[src/rtl/matchblock_pkg.sv]
// Shared types and constants for the match-block freeze shell.
// Contents:
//   mb_state_e   - shell state (IDLE, RUN, DRAIN, FROZEN), encoded as reported in STATUS[1:0]
//   CSR_ADDR_*   - Avalon update-slave register addresses
//   STAT_*       - STATUS register bit positions
//   pack_status  - assembles the STATUS read word
package matchblock_pkg;

   typedef enum logic [1:0] {
      IDLE   = 2'd0,
      RUN    = 2'd1,
      DRAIN  = 2'd2,
      FROZEN = 2'd3
   } mb_state_e;

   localparam logic CSR_ADDR_STATUS  = 1'b0;
   localparam logic CSR_ADDR_DROPCNT = 1'b1;

   localparam int STAT_STATE_LSB = 0;
   localparam int STAT_TMO_BIT   = 2;
   localparam int STAT_FACK_BIT  = 3;
   localparam int STAT_LEVEL_LSB = 8;
   localparam int STAT_INFLT_LSB = 16;

   function automatic logic [31:0] pack_status(input mb_state_e  st,
                                               input logic       tmo_err,
                                               input logic       fack,
                                               input logic [3:0] level,
                                               input logic [7:0] inflt);
      logic [31:0] s;
      s = 32'd0;
      s[STAT_STATE_LSB +: 2] = st;
      s[STAT_TMO_BIT]        = tmo_err;
      s[STAT_FACK_BIT]       = fack;
      s[STAT_LEVEL_LSB +: 4] = level;
      s[STAT_INFLT_LSB +: 8] = inflt;
      return s;
   endfunction

endpackage

[src/rtl/mb_result_fifo.sv]
// Small synchronous FIFO holding match-block results until downstream acks them.
// A pushed word is visible at data_o on the cycle after the push. Push while
// full is accepted only together with a pop. flush_i empties the FIFO.
// Ports:
//   clk_i, rst_ni       clock, asynchronous active-low reset
//   flush_i             discard all entries
//   push_i / data_i     write request and data
//   pop_i               remove head entry
//   data_o              head entry
//   full_o / empty_o    occupancy flags
//   level_o             number of stored entries
module mb_result_fifo #(
   parameter int WIDTH = 10,
   parameter int DEPTH = 4
) (
   input  logic                     clk_i,
   input  logic                     rst_ni,
   input  logic                     flush_i,
   input  logic                     push_i,
   input  logic                     pop_i,
   input  logic [WIDTH-1:0]         data_i,
   output logic [WIDTH-1:0]         data_o,
   output logic                     full_o,
   output logic                     empty_o,
   output logic [$clog2(DEPTH):0]   level_o
);

   localparam int AW = $clog2(DEPTH);

   logic [WIDTH-1:0] mem_q [DEPTH];
   logic [AW-1:0]    wr_ptr_q, wr_ptr_d;
   logic [AW-1:0]    rd_ptr_q, rd_ptr_d;
   logic [AW:0]      cnt_q, cnt_d;
   logic             push_ok_s, pop_ok_s;

   assign empty_o   = (cnt_q == '0);
   assign full_o    = (cnt_q == (AW+1)'(DEPTH));
   assign level_o   = cnt_q;
   assign data_o    = mem_q[rd_ptr_q];
   assign pop_ok_s  = pop_i & ~empty_o;
   assign push_ok_s = push_i & (~full_o | pop_i);

   // Pointer and count next-state.
   always_comb begin
      wr_ptr_d = wr_ptr_q;
      rd_ptr_d = rd_ptr_q;
      cnt_d    = cnt_q;
      if (flush_i) begin
         wr_ptr_d = '0;
         rd_ptr_d = '0;
         cnt_d    = '0;
      end else begin
         wr_ptr_d = push_ok_s ? wr_ptr_q + AW'(1) : wr_ptr_q;
         rd_ptr_d = pop_ok_s  ? rd_ptr_q + AW'(1) : rd_ptr_q;
         case ({push_ok_s, pop_ok_s})
            2'b10:   cnt_d = cnt_q + (AW+1)'(1);
            2'b01:   cnt_d = cnt_q - (AW+1)'(1);
            default: cnt_d = cnt_q;
         endcase
      end
   end

   // Pointer and count registers.
   always_ff @(posedge clk_i or negedge rst_ni) begin
      if (!rst_ni) begin
         wr_ptr_q <= '0;
         rd_ptr_q <= '0;
         cnt_q    <= '0;
      end else begin
         wr_ptr_q <= wr_ptr_d;
         rd_ptr_q <= rd_ptr_d;
         cnt_q    <= cnt_d;
      end
   end

   // Storage; cleared on reset so the head reads zero when empty after reset.
   always_ff @(posedge clk_i or negedge rst_ni) begin
      if (!rst_ni) begin
         for (int i = 0; i < DEPTH; i++) begin
            mem_q[i] <= '0;
         end
      end else if (push_ok_s && !flush_i) begin
         mem_q[wr_ptr_q] <= data_i;
      end
   end

endmodule

[src/rtl/matchblock_freeze_ctrl.sv]
// Freeze-safe isolation shell between the pnode stream and one match block.
// Flits pass to the block only in RUN; results are buffered in a small FIFO.
// A freeze request (local AND global) drains outstanding work, then isolates
// the block and raises freeze_ack. Flits offered while IDLE or FROZEN are
// accepted and counted in DROPCNT.
// Ports:
//   clock, reset                          clock, asynchronous active-low reset
//   avs_update_*                          CSR slave: 0=STATUS, 1=DROPCNT; readdata 1 cycle after read
//   coe_localfreeze/globalfreeze/enable   control inputs
//   mask_pnode_*                          upstream flit stream
//   mask_data_*                           downstream result stream (FIFO head)
//   blk_pnode_*                           flits to the block
//   blk_data_*                            results from the block
//   freeze_ack                            high while FROZEN
module matchblock_freeze_ctrl
   import matchblock_pkg::*;
#(
   parameter int PNODE_W    = 138,
   parameter int RES_W      = 10,
   parameter int FIFO_DEPTH = 4,
   parameter int MAX_INFLT  = 15,
   parameter int DRAIN_TMO  = 255
) (
   input  logic               clock,
   input  logic               reset,
   input  logic               avs_update_write,
   input  logic               avs_update_read,
   input  logic [31:0]        avs_update_writedata,
   input  logic               avs_update_address,
   output logic [31:0]        avs_update_readdata,
   input  logic               coe_localfreeze,
   input  logic               coe_globalfreeze,
   input  logic               coe_enable,
   input  logic [PNODE_W-1:0] mask_pnode_data,
   input  logic               mask_pnode_valid,
   output logic               mask_pnode_ready,
   output logic [RES_W-1:0]   mask_data_out,
   output logic               mask_data_valid,
   input  logic               mask_data_ack,
   output logic [PNODE_W-1:0] blk_pnode_data,
   output logic               blk_pnode_valid,
   input  logic               blk_pnode_ready,
   input  logic [RES_W-1:0]   blk_data_out,
   input  logic               blk_data_valid,
   output logic               blk_data_ack,
   output logic               freeze_ack
);

   localparam int LVL_W = $clog2(FIFO_DEPTH) + 1;
   localparam int TMO_W = $clog2(DRAIN_TMO + 1);

   mb_state_e         state_q, state_d;
   logic [7:0]        inflt_q, inflt_d;
   logic [TMO_W-1:0]  tmo_q, tmo_d;
   logic              tmo_err_q, tmo_err_d;
   logic [31:0]       dropcnt_q, dropcnt_d;
   logic [31:0]       rdata_q, rdata_d;

   logic              frz_s, room_s, active_s;
   logic              blk_xfer_s, res_xfer_s, out_xfer_s, drop_s;
   logic              stat_clr_s, drop_clr_s;
   logic              fifo_full_s, fifo_empty_s;
   logic [LVL_W-1:0]  fifo_level_s;
   logic              unused_wdata_s;

   assign frz_s      = coe_globalfreeze & coe_localfreeze;
   assign room_s     = (inflt_q < 8'(MAX_INFLT));
   assign active_s   = (state_q == RUN) | (state_q == DRAIN);
   assign blk_xfer_s = blk_pnode_valid & blk_pnode_ready;
   assign out_xfer_s = mask_data_valid & mask_data_ack;
   // Ack a result when it fits now, including when a downstream pop frees a slot this cycle.
   assign blk_data_ack = blk_data_valid & (~fifo_full_s | out_xfer_s) & active_s;
   assign res_xfer_s   = blk_data_valid & blk_data_ack;
   assign mask_data_valid = ~fifo_empty_s & (state_q != FROZEN);
   assign drop_s     = mask_pnode_valid & mask_pnode_ready & ((state_q == IDLE) | (state_q == FROZEN));
   assign stat_clr_s = avs_update_write & (avs_update_address == CSR_ADDR_STATUS) & avs_update_writedata[STAT_TMO_BIT];
   assign drop_clr_s = avs_update_write & (avs_update_address == CSR_ADDR_DROPCNT);
   assign unused_wdata_s = ^{avs_update_writedata[31:3], avs_update_writedata[1:0]};
   assign avs_update_readdata = rdata_q;

   mb_result_fifo #(
      .WIDTH (RES_W),
      .DEPTH (FIFO_DEPTH)
   ) u_fifo (
      .clk_i   (clock),
      .rst_ni  (reset),
      .flush_i (state_q == FROZEN),
      .push_i  (res_xfer_s),
      .pop_i   (out_xfer_s),
      .data_i  (blk_data_out),
      .data_o  (mask_data_out),
      .full_o  (fifo_full_s),
      .empty_o (fifo_empty_s),
      .level_o (fifo_level_s)
   );

   // Per-state stream gating and freeze acknowledge.
   always_comb begin
      mask_pnode_ready = 1'b0;
      blk_pnode_data   = '0;
      blk_pnode_valid  = 1'b0;
      freeze_ack       = 1'b0;
      case (state_q)
         IDLE: begin
            mask_pnode_ready = 1'b1;
         end
         RUN: begin
            // Valid is also gated by the in-flight limit so the block never
            // takes a flit that upstream did not hand over.
            mask_pnode_ready = blk_pnode_ready & room_s;
            blk_pnode_data   = mask_pnode_data;
            blk_pnode_valid  = mask_pnode_valid & room_s;
         end
         FROZEN: begin
            mask_pnode_ready = 1'b1;
            freeze_ack       = 1'b1;
         end
         default: begin
            mask_pnode_ready = 1'b0;
         end
      endcase
   end

   // State, drain timer and timeout flag next-state.
   always_comb begin
      state_d   = state_q;
      tmo_d     = tmo_q;
      tmo_err_d = tmo_err_q;
      case (state_q)
         IDLE: begin
            if (frz_s) state_d = FROZEN;
            else if (coe_enable) state_d = RUN;
            else state_d = IDLE;
         end
         RUN: begin
            if (frz_s) begin
               state_d = DRAIN;
               tmo_d   = '0;
            end else if (!coe_enable) begin
               state_d = IDLE;
            end else begin
               state_d = RUN;
            end
         end
         DRAIN: begin
            tmo_d = tmo_q + TMO_W'(1);
            if ((inflt_q == 8'd0) && fifo_empty_s) begin
               state_d = FROZEN;
            end else if (tmo_q == TMO_W'(DRAIN_TMO - 1)) begin
               // FROZEN lands exactly DRAIN_TMO cycles after DRAIN entry.
               state_d   = FROZEN;
               tmo_err_d = 1'b1;
            end else begin
               state_d = DRAIN;
            end
         end
         FROZEN: begin
            if (!frz_s) state_d = IDLE;
            else state_d = FROZEN;
         end
         default: begin
            state_d = IDLE;
         end
      endcase
      if (stat_clr_s) tmo_err_d = 1'b0;
      else tmo_err_d = tmo_err_d;
   end

   // In-flight count, drop counter and CSR read data next-state.
   always_comb begin
      inflt_d   = inflt_q;
      dropcnt_d = dropcnt_q;
      rdata_d   = 32'd0;
      // Work outstanding at freeze is lost with the reconfigured block.
      if (state_q == FROZEN) inflt_d = 8'd0;
      else if (blk_xfer_s && !res_xfer_s) inflt_d = inflt_q + 8'd1;
      else if (!blk_xfer_s && res_xfer_s && (inflt_q != 8'd0)) inflt_d = inflt_q - 8'd1;
      else inflt_d = inflt_q;

      if (drop_clr_s) dropcnt_d = 32'd0;
      else if (drop_s && (dropcnt_q != 32'hFFFF_FFFF)) dropcnt_d = dropcnt_q + 32'd1;
      else dropcnt_d = dropcnt_q;

      if (avs_update_read) begin
         rdata_d = (avs_update_address == CSR_ADDR_DROPCNT) ? dropcnt_q
                 : pack_status(state_q, tmo_err_q, (state_q == FROZEN), 4'(fifo_level_s), inflt_q);
      end else begin
         rdata_d = 32'd0;
      end
   end

   // Control registers.
   always_ff @(posedge clock or negedge reset) begin
      if (!reset) begin
         state_q   <= IDLE;
         inflt_q   <= 8'd0;
         tmo_q     <= '0;
         tmo_err_q <= 1'b0;
         dropcnt_q <= 32'd0;
         rdata_q   <= 32'd0;
      end else begin
         state_q   <= state_d;
         inflt_q   <= inflt_d;
         tmo_q     <= tmo_d;
         tmo_err_q <= tmo_err_d;
         dropcnt_q <= dropcnt_d;
         rdata_q   <= rdata_d;
      end
   end

endmodule

[config.mk]
export PLATFORM = sky130hd
export DESIGN_NAME = matchblock_freeze_ctrl
export DESIGN_NICKNAME = d
export VERILOG_FILES = /design/src/rtl/matchblock_pkg.sv /design/src/rtl/mb_result_fifo.sv /design/src/rtl/matchblock_freeze_ctrl.sv
export SDC_FILE = /design/constraint.sdc
export NUM_CORES = 1
export LEC_CHECK = 0
export ABC_AREA = 1
export CAP_MARGIN = 20
export CORE_ASPECT_RATIO = 2
export CORE_UTILIZATION = 38
export DETAILED_ROUTE_END_ITERATION = 10
export PLACE_DENSITY = 0.88
export SLEW_MARGIN = 20
export SYNTH_ARGS = -nofsm -noshare
export SYNTH_HDL_FRONTEND = slang
export SYNTH_HIERARCHICAL = 1
export SYNTH_SLANG_ARGS = --single-unit
export TNS_END_PERCENT = 100
[constraint.sdc]
create_clock -name clock -period 2.45 [get_ports clock]
set_input_delay 0.735 -clock clock [delete_from_list [all_inputs] [get_ports clock]]
set_output_delay 0.735 -clock clock [all_outputs]
set_load 0.05 [all_outputs]
Yosys cells after proc, flatten, opt, wreduce, memory -nomap -nowiden
Cells that the tools add are included.
{"block": "word_totals", "ff_bits": 130, "inputBits": 192, "output_inout_bits": 185, "elab_cells": 121}
{"block": "op_classes", "addsub": 8, "magnitude_cmp": 4, "n_eq_ne": 11, "mux": 36, "bitwise_logic": 24, "n_reduce_logical": 25}
{"cell": "138-bit two-way mux", "n": 1}
{"cell": "32-bit two-way mux", "n": 4}
{"cell": "40-bit bitwise mux", "n": 1}
{"cell": "32-bit by 1-bit adder with 32-bit output (second input constant)", "n": 1}
{"cell": "8-bit two-way mux", "n": 4}
{"cell": "32-bit inequality test (second input constant)", "n": 1}
{"cell": "10-bit two-way mux", "n": 3}
{"cell": "10-bit binary-select mux with 2-bit select", "n": 1}
{"cell": "10-bit demux with 2-bit select", "n": 1}
{"cell": "8-bit by 1-bit adder with 8-bit output (second input constant)", "n": 2}
{"cell": "1-bit AND", "n": 16}
{"cell": "8-bit one-hot mux with 2 select lines", "n": 1}
{"cell": "2-bit two-way mux", "n": 7}
{"cell": "2-bit nonzero test", "n": 6}
{"cell": "1-bit two-way mux", "n": 9}
{"cell": "8-bit == test (second input constant)", "n": 1}
{"cell": "8-bit zero test", "n": 1}
{"cell": "8-bit by 4-bit < comparator with 1-bit output (second input constant)", "n": 1}
{"cell": "2-bit one-hot mux with 4 select lines", "n": 1}
{"cell": "8-bit nonzero test", "n": 1}
{"cell": "8-bit by 1-bit subtractor with 8-bit output (second input constant)", "n": 1}
{"cell": "1-bit logical AND", "n": 7}
{"cell": "2-bit == test (second input constant)", "n": 3}
{"cell": "3-bit >= comparator (second input constant)", "n": 2}
{"cell": "20 further kinds", "n": 32}

Longest topological paths before layout
{"block": "logic_depth", "ltp_word": 13, "ltp_mapped": 19, "mapped_depth_nobuf": 19}

By module
The synthesis kept the hierarchy.
{"module": "matchblock_freeze_ctrl", "instances": 1, "cells_per_inst": 921, "area_each_um2": 5729.2, "seq_area_each_um2": 2077.0}
{"module": "mb_result_fifo", "instances": 1, "cells_per_inst": 291, "area_each_um2": 2354.8, "seq_area_each_um2": 1176.1}

Worst setup path before layout
Ideal clock, no wire load.
{"block": "synth_path", "path_kind": "flip-flop to flip-flop", "start": "register state_q[0]", "end": "register inflt_q[4]", "setup_ns": 0.118, "t_arrival_ns": 3.297, "required_time_ns": 2.332, "setup_slack_ns": -0.965, "stages_incl_launch_ff": 16, "path_buffers": 0, "period_less_slack_ns": 3.415, "cell_sequence": "dfrtp_1 ha_1 nor2_1 nand2_1 nand2_1 nand2_1 nand4_1 inv_1 fa_1 nor2_1 nor2_1 o21bai_1 xnor2_1 inv_1 nand2_1 nand2_1"}
{"block": "synth_between", "elab_chain_len": 11, "elab_cells_between_ends": 21, "cone_classes": "4 x eq/ne; 3 x mux; 8 x bitwise; 6 x reduce/logical"}
{"element": "from (decl)", "line": "matchblock_freeze_ctrl.sv:52", "source": "mb_state_e state_q, state_d;"}
{"element": "from (signal assigned)", "line": "matchblock_freeze_ctrl.sv:202", "source": "state_q <= state_d;"}
{"element": "2-bit inequality test *", "line": "matchblock_freeze_ctrl.sv:74", "source": "assign mask_data_valid = ~fifo_empty_s & (state_q != FROZEN);"}
{"element": "1-bit AND *", "line": "matchblock_freeze_ctrl.sv:74"}
{"element": "via mask_data_valid", "line": "matchblock_freeze_ctrl.sv:38", "source": "output logic mask_data_valid,"}
{"element": "1-bit AND *", "line": "matchblock_freeze_ctrl.sv:70", "source": "assign out_xfer_s = mask_data_valid & mask_data_ack;"}
{"element": "1-bit bitwise OR *", "line": "matchblock_freeze_ctrl.sv:72", "source": "assign blk_data_ack = blk_data_valid & (~fifo_full_s | out_xfer_s) & active_s;"}
{"element": "1-bit AND * (2 in series)", "line": "matchblock_freeze_ctrl.sv:72"}
{"element": "1-bit AND *", "line": "matchblock_freeze_ctrl.sv:73", "source": "assign res_xfer_s = blk_data_valid & blk_data_ack;"}
{"element": "1-bit zero test", "line": "matchblock_freeze_ctrl.sv:176", "source": "else if (blk_xfer_s && !res_xfer_s) inflt_d = inflt_q + 8'd1;"}
{"element": "1-bit logical AND", "line": "matchblock_freeze_ctrl.sv:176"}
{"element": "8-bit two-way mux", "line": "matchblock_freeze_ctrl.sv:176"}
{"element": "8-bit two-way mux", "line": "matchblock_freeze_ctrl.sv:175", "source": "if (state_q == FROZEN) inflt_d = 8'd0;"}
{"element": "to (signal assigned)", "line": "matchblock_freeze_ctrl.sv:203", "source": "inflt_q <= inflt_d;"}
{"element": "to (decl)", "line": "matchblock_freeze_ctrl.sv:53", "source": "logic [7:0] inflt_q, inflt_d;"}
Mark *: on every way through the listed nets, which the timed path passes. The rest lies on a longest branch.
A chain may end at the register's enable or synchronous reset.

Worst setup path after layout
{"block": "layout_path", "start": "register state_q[0]", "end": "output port blk_pnode_data[76]"}
{"block": "layout_between", "elab_chain_len": 2}
{"element": "2-bit by 1-bit == test with 1-bit output", "line": "matchblock_freeze_ctrl.sv:103", "source": "case (state_q)"}
{"element": "138-bit two-way mux", "line": "matchblock_freeze_ctrl.sv:103"}
{"element": "to (decl)", "line": "matchblock_freeze_ctrl.sv:40", "source": "output logic [PNODE_W-1:0] blk_pnode_data,"}
Every way passes these cells.

==> impl_metrics.csv <==
group,metric,value,unit
power_and_ir_drop,vdd.ir_drop.worst,804,µV
timing,hold_viol,0,
clocking,cts_tree,"done",
timing,tightestPinTransition,0.641,ns
cells_and_area,fillers,1470,
setup_path,crit_chain,"buf_6 -> ha_4 -> buf_8 -> buf_12 -> buf_16 -> nand2_4 -> inv_4 -> buf_12",
clocking,path_clk_slew,0.06,ns
setup_path,cp_max_fo,8,
global_route,grt_max_degree,43,
timing,relSlewSlack,56.9,%
cells_and_area,drive_gt1_share,30.8,%
placement,port_buffers,345,
cells_and_area,nNetsFinal,1845,
yosys,syn_area,8080,µm²
global_route,grt_pass1_wl,62400,µm
cells_and_area,final_cell_mix,"nand2_1, clkdlybuf4s50_1, buf_12",
global_route,grt_pass1_vias,10400,
clocking,cts_hold_buf,0,
routing,post_drt_wl_per_cell,22.8,µm
timing,finalWorstSetupSlack,-0.123,ns
timing,slew_viol_final,0,
timing,whs,0.277,ns
yosys,ys_seq_elements,130,
setup_path,arrival,1.84,ns
global_route,grt-ovfl-total,0,
timing,rsz0062_at_grt,"yes",
global_route,grt_use_total,39.4,%
floorplanning,initial_utilization,38.6,%
status,violations,"negative setup slack",
worst_hold_path,hold_class,"in -> async",
floorplanning,row_count,75,
clocking,h-tree-depth,4,
setup_path,cp_slowest_cell,"dfrtp_1",
setup_path,start_kind,"flip-flop",
routing,drtIter0Drc,1166,
timing,fin_crit,2.57,ns
timing,tns,-9.12,ns
clocking,worstSkewPairLatency,0.43,ns
run,max-cap-violations,0,
power_and_ir_drop,power.total,0.0157,W
floorplanning,coreArea,20900,µm²
routing,vias,10400,
floorplanning,ios,377,
floorplanning,fp.dieH,208,µm
setup_path,worstSetupPathType,"reg -> out",
placement,dpl.hpwl,33000,µm
floorplanning,die_w,105,µm
status,status,"finished, violations left",
routing,wl,43800,µm
routing,first_pass_iters,6,
cells_and_area,design_area,15400,µm²
clocking,numCtsBuffers,17,
setup_path,reg2reg_slack,-0.03,ns
floorplanning,die_area,21900,µm²
setup_path,worstReg2RegStart,"u_fifo/level_o[1]",
global_route,antenna_found_initial,12,
timing,fin_skew,0.00449,ns
clocking,root_buffer,"clkbuf_16",
yosys,yosys_warnings,6,
timing,setup_viol,134,
clocking,clock_path_buffers,2,
setup_path,rr_worst_depth,19,
power_and_ir_drop,powerDensity,1020,nW/µm²
yosys,ys_types,32,
cells_and_area,instances_no_fill,1922,
placement,gp_congestion,1.17,
timing,post-route-period-util,105,%
routing,drc,0,
setup_path,cp-end-kind,"primary output",
yosys,synth_seq_area_share,40.2,%
placement,placed_cell_area,13900,µm²
setup_path,worst_path_most_repeated_cell,"buf_12",
cells_and_area,area_delta_synth_final,90.9,%
timing,fmax,0.389,GHz
clocking,cts_num_sinks,130,
cells_and_area,final_common_cell,"nand2_1",
power_and_ir_drop,p_leak,7.64,nW
routing,postRouteAntennaNets,0,
yosys,syn_avg_cell_area,6.67,µm²
yosys,syn_inst,1212,
yosys,syn_nets,1424,
placement,dp_cells,1856,
setup_path,worstPathRequired,1.71,ns
routing,vias_per_cell,5.41,
setup_path,timing.rr.end,"inflt_q[6]",
setup_path,cpPeakStageDelay,0.41,ns
sequential cells by signal, summed over array words and instances (netlist names), named ones only:
name,count
u_fifo/rd_ptr_q,2
state_q,1
tmo_err_q,1
inflt_q,8
u_fifo/level_o,3
avs_update_readdata,32
u_fifo/wr_ptr_q,2
tmo_q,8
dropcnt_q,32
u_fifo/mem_q,40
power breakdown:
| group | internal (W) | leakage (nW) | switching [W] |
|---|---|---|---|
| Sequential | 0.00262 | 1.73 | 0.000332 |
| Combinational | 0.00449 | 5.66 | 0.00589 |
| Clock | 0.00130 | 0.247 | 0.00105 |
worst max-delay path: cells and delay by family, from the launching register on:
| family | cells | cell delay (ns) |
|---|---|---|
| simple gates | 1 | 0.07 |
| fa+ha+maj | 1 | 0.18 |
| buf+inv | 6 | 0.74 |
| flops | 1 | 0.41 |
how the worst max path moves through the flow:
stage                 startpoint  slack (ns)                 end  depth (start not counted)
2_1_floorplan          flip-flop       -0.17          inflt_q[4]                         15
3_3_place_gp       mask_data_ack       -0.49          inflt_q[7]                         17
3_5_place_dp       mask_data_ack       -0.50          inflt_q[5]                         15
4_1_cts                flip-flop       -0.16    mask_pnode_ready                         10
5_1_grt        u_fifo/level_o[1]       -0.18          inflt_q[6]                         19
6_report              state_q[0]       -0.12  blk_pnode_data[76]                          8
area by class of cell:
type / count / area [µm²] / share of cell area [%]
inverters: 233 / 953 / 6.18
well taps: 269 / 337 / 2.18
repair buffers: 446 / 6070 / 39.3
clock buffers: 18 / 429 / 2.78
clock inverters: 13 / 104 / 0.673
multi-input cells: 805 / 4270 / 27.6
flip-flops and latches: 130 / 3250 / 21.1
diodes: 8 / 20.0 / 0.130
metal layers:
metal	share of wire, %	track usage (%)
met1	34	44.7
met2	47	65.1
met3	12	13.3
met4	6.3	20.6
met5	0.13	0
Yosys cell counts:
library cell | number | area share (%)
buf_6 | 6 | 0.84
inv_1 | 228 | 11
and3_1 | 2 | 0.15
xor2_1 | 7 | 0.76
nand2_2 | 4 | 0.31
o21a_1 | 1 | 0.093
o21bai_1 | 3 | 0.28
nand2_1 | 397 | 18
nor3_1 | 6 | 0.37
nand3_1 | 42 | 2.6
o21ai_1 | 63 | 3.9
nand3b_1 | 1 | 0.093
o32ai_1 | 1 | 0.11
fa_1 | 2 | 0.50
nor2_1 | 114 | 5.3
buf_2 | 5 | 0.31
o21ai_0 | 57 | 3.5
dfrtp_1 | 130 | 40
xnor2_1 | 3 | 0.33
inv_2 | 4 | 0.19
nand2_4 | 2 | 0.28
ha_1 | 18 | 2.8
nor4_1 | 1 | 0.077
clkbuf_1 | 28 | 1.3
nand4_1 | 29 | 2.2
nand3_2 | 1 | 0.12
o22ai_1 | 13 | 1.0
nor2_4 | 7 | 0.98
a21oi_1 | 28 | 1.7
buf_1 | 5 | 0.23
inv_6 | 1 | 0.11
nor2_2 | 3 | 0.23
cells by family (layout without fill, tap and decap cells):
group / after synthesis / in the layout / synth area share [%]
compound gates: 166 / 166 / 10.6
simple gates: 609 / 609 / 31.2
flops: 130 / 130 / 40.2
xor+xnor: 10 / 10 / 1.08
other cells: 0 / 8 / 0
buf+inv: 277 / 710 / 13.6
fa+ha+maj: 20 / 20 / 3.28
through the flow:
step | utilization [%] | setup WS (ns)
6_report | 73.7 | -0.123
5_1_grt | 73.7 | -0.182
2_1_floorplan | - | -0.168
3_5_place_dp | 66.2 | -0.496
4_1_cts | 71.9 | -0.156
3_3_place_gp | 66.2 | -0.486
repair_timing:
action                     4_1_cts  5_1_grt
gates resized for setup        197       96
gates cloned                     5        2
hold endpoints to repair         0        0
setup endpoints to repair      152      155
pin swaps                       11       26
setup buffers                   16        6
(Power assumes the default switching activity.)
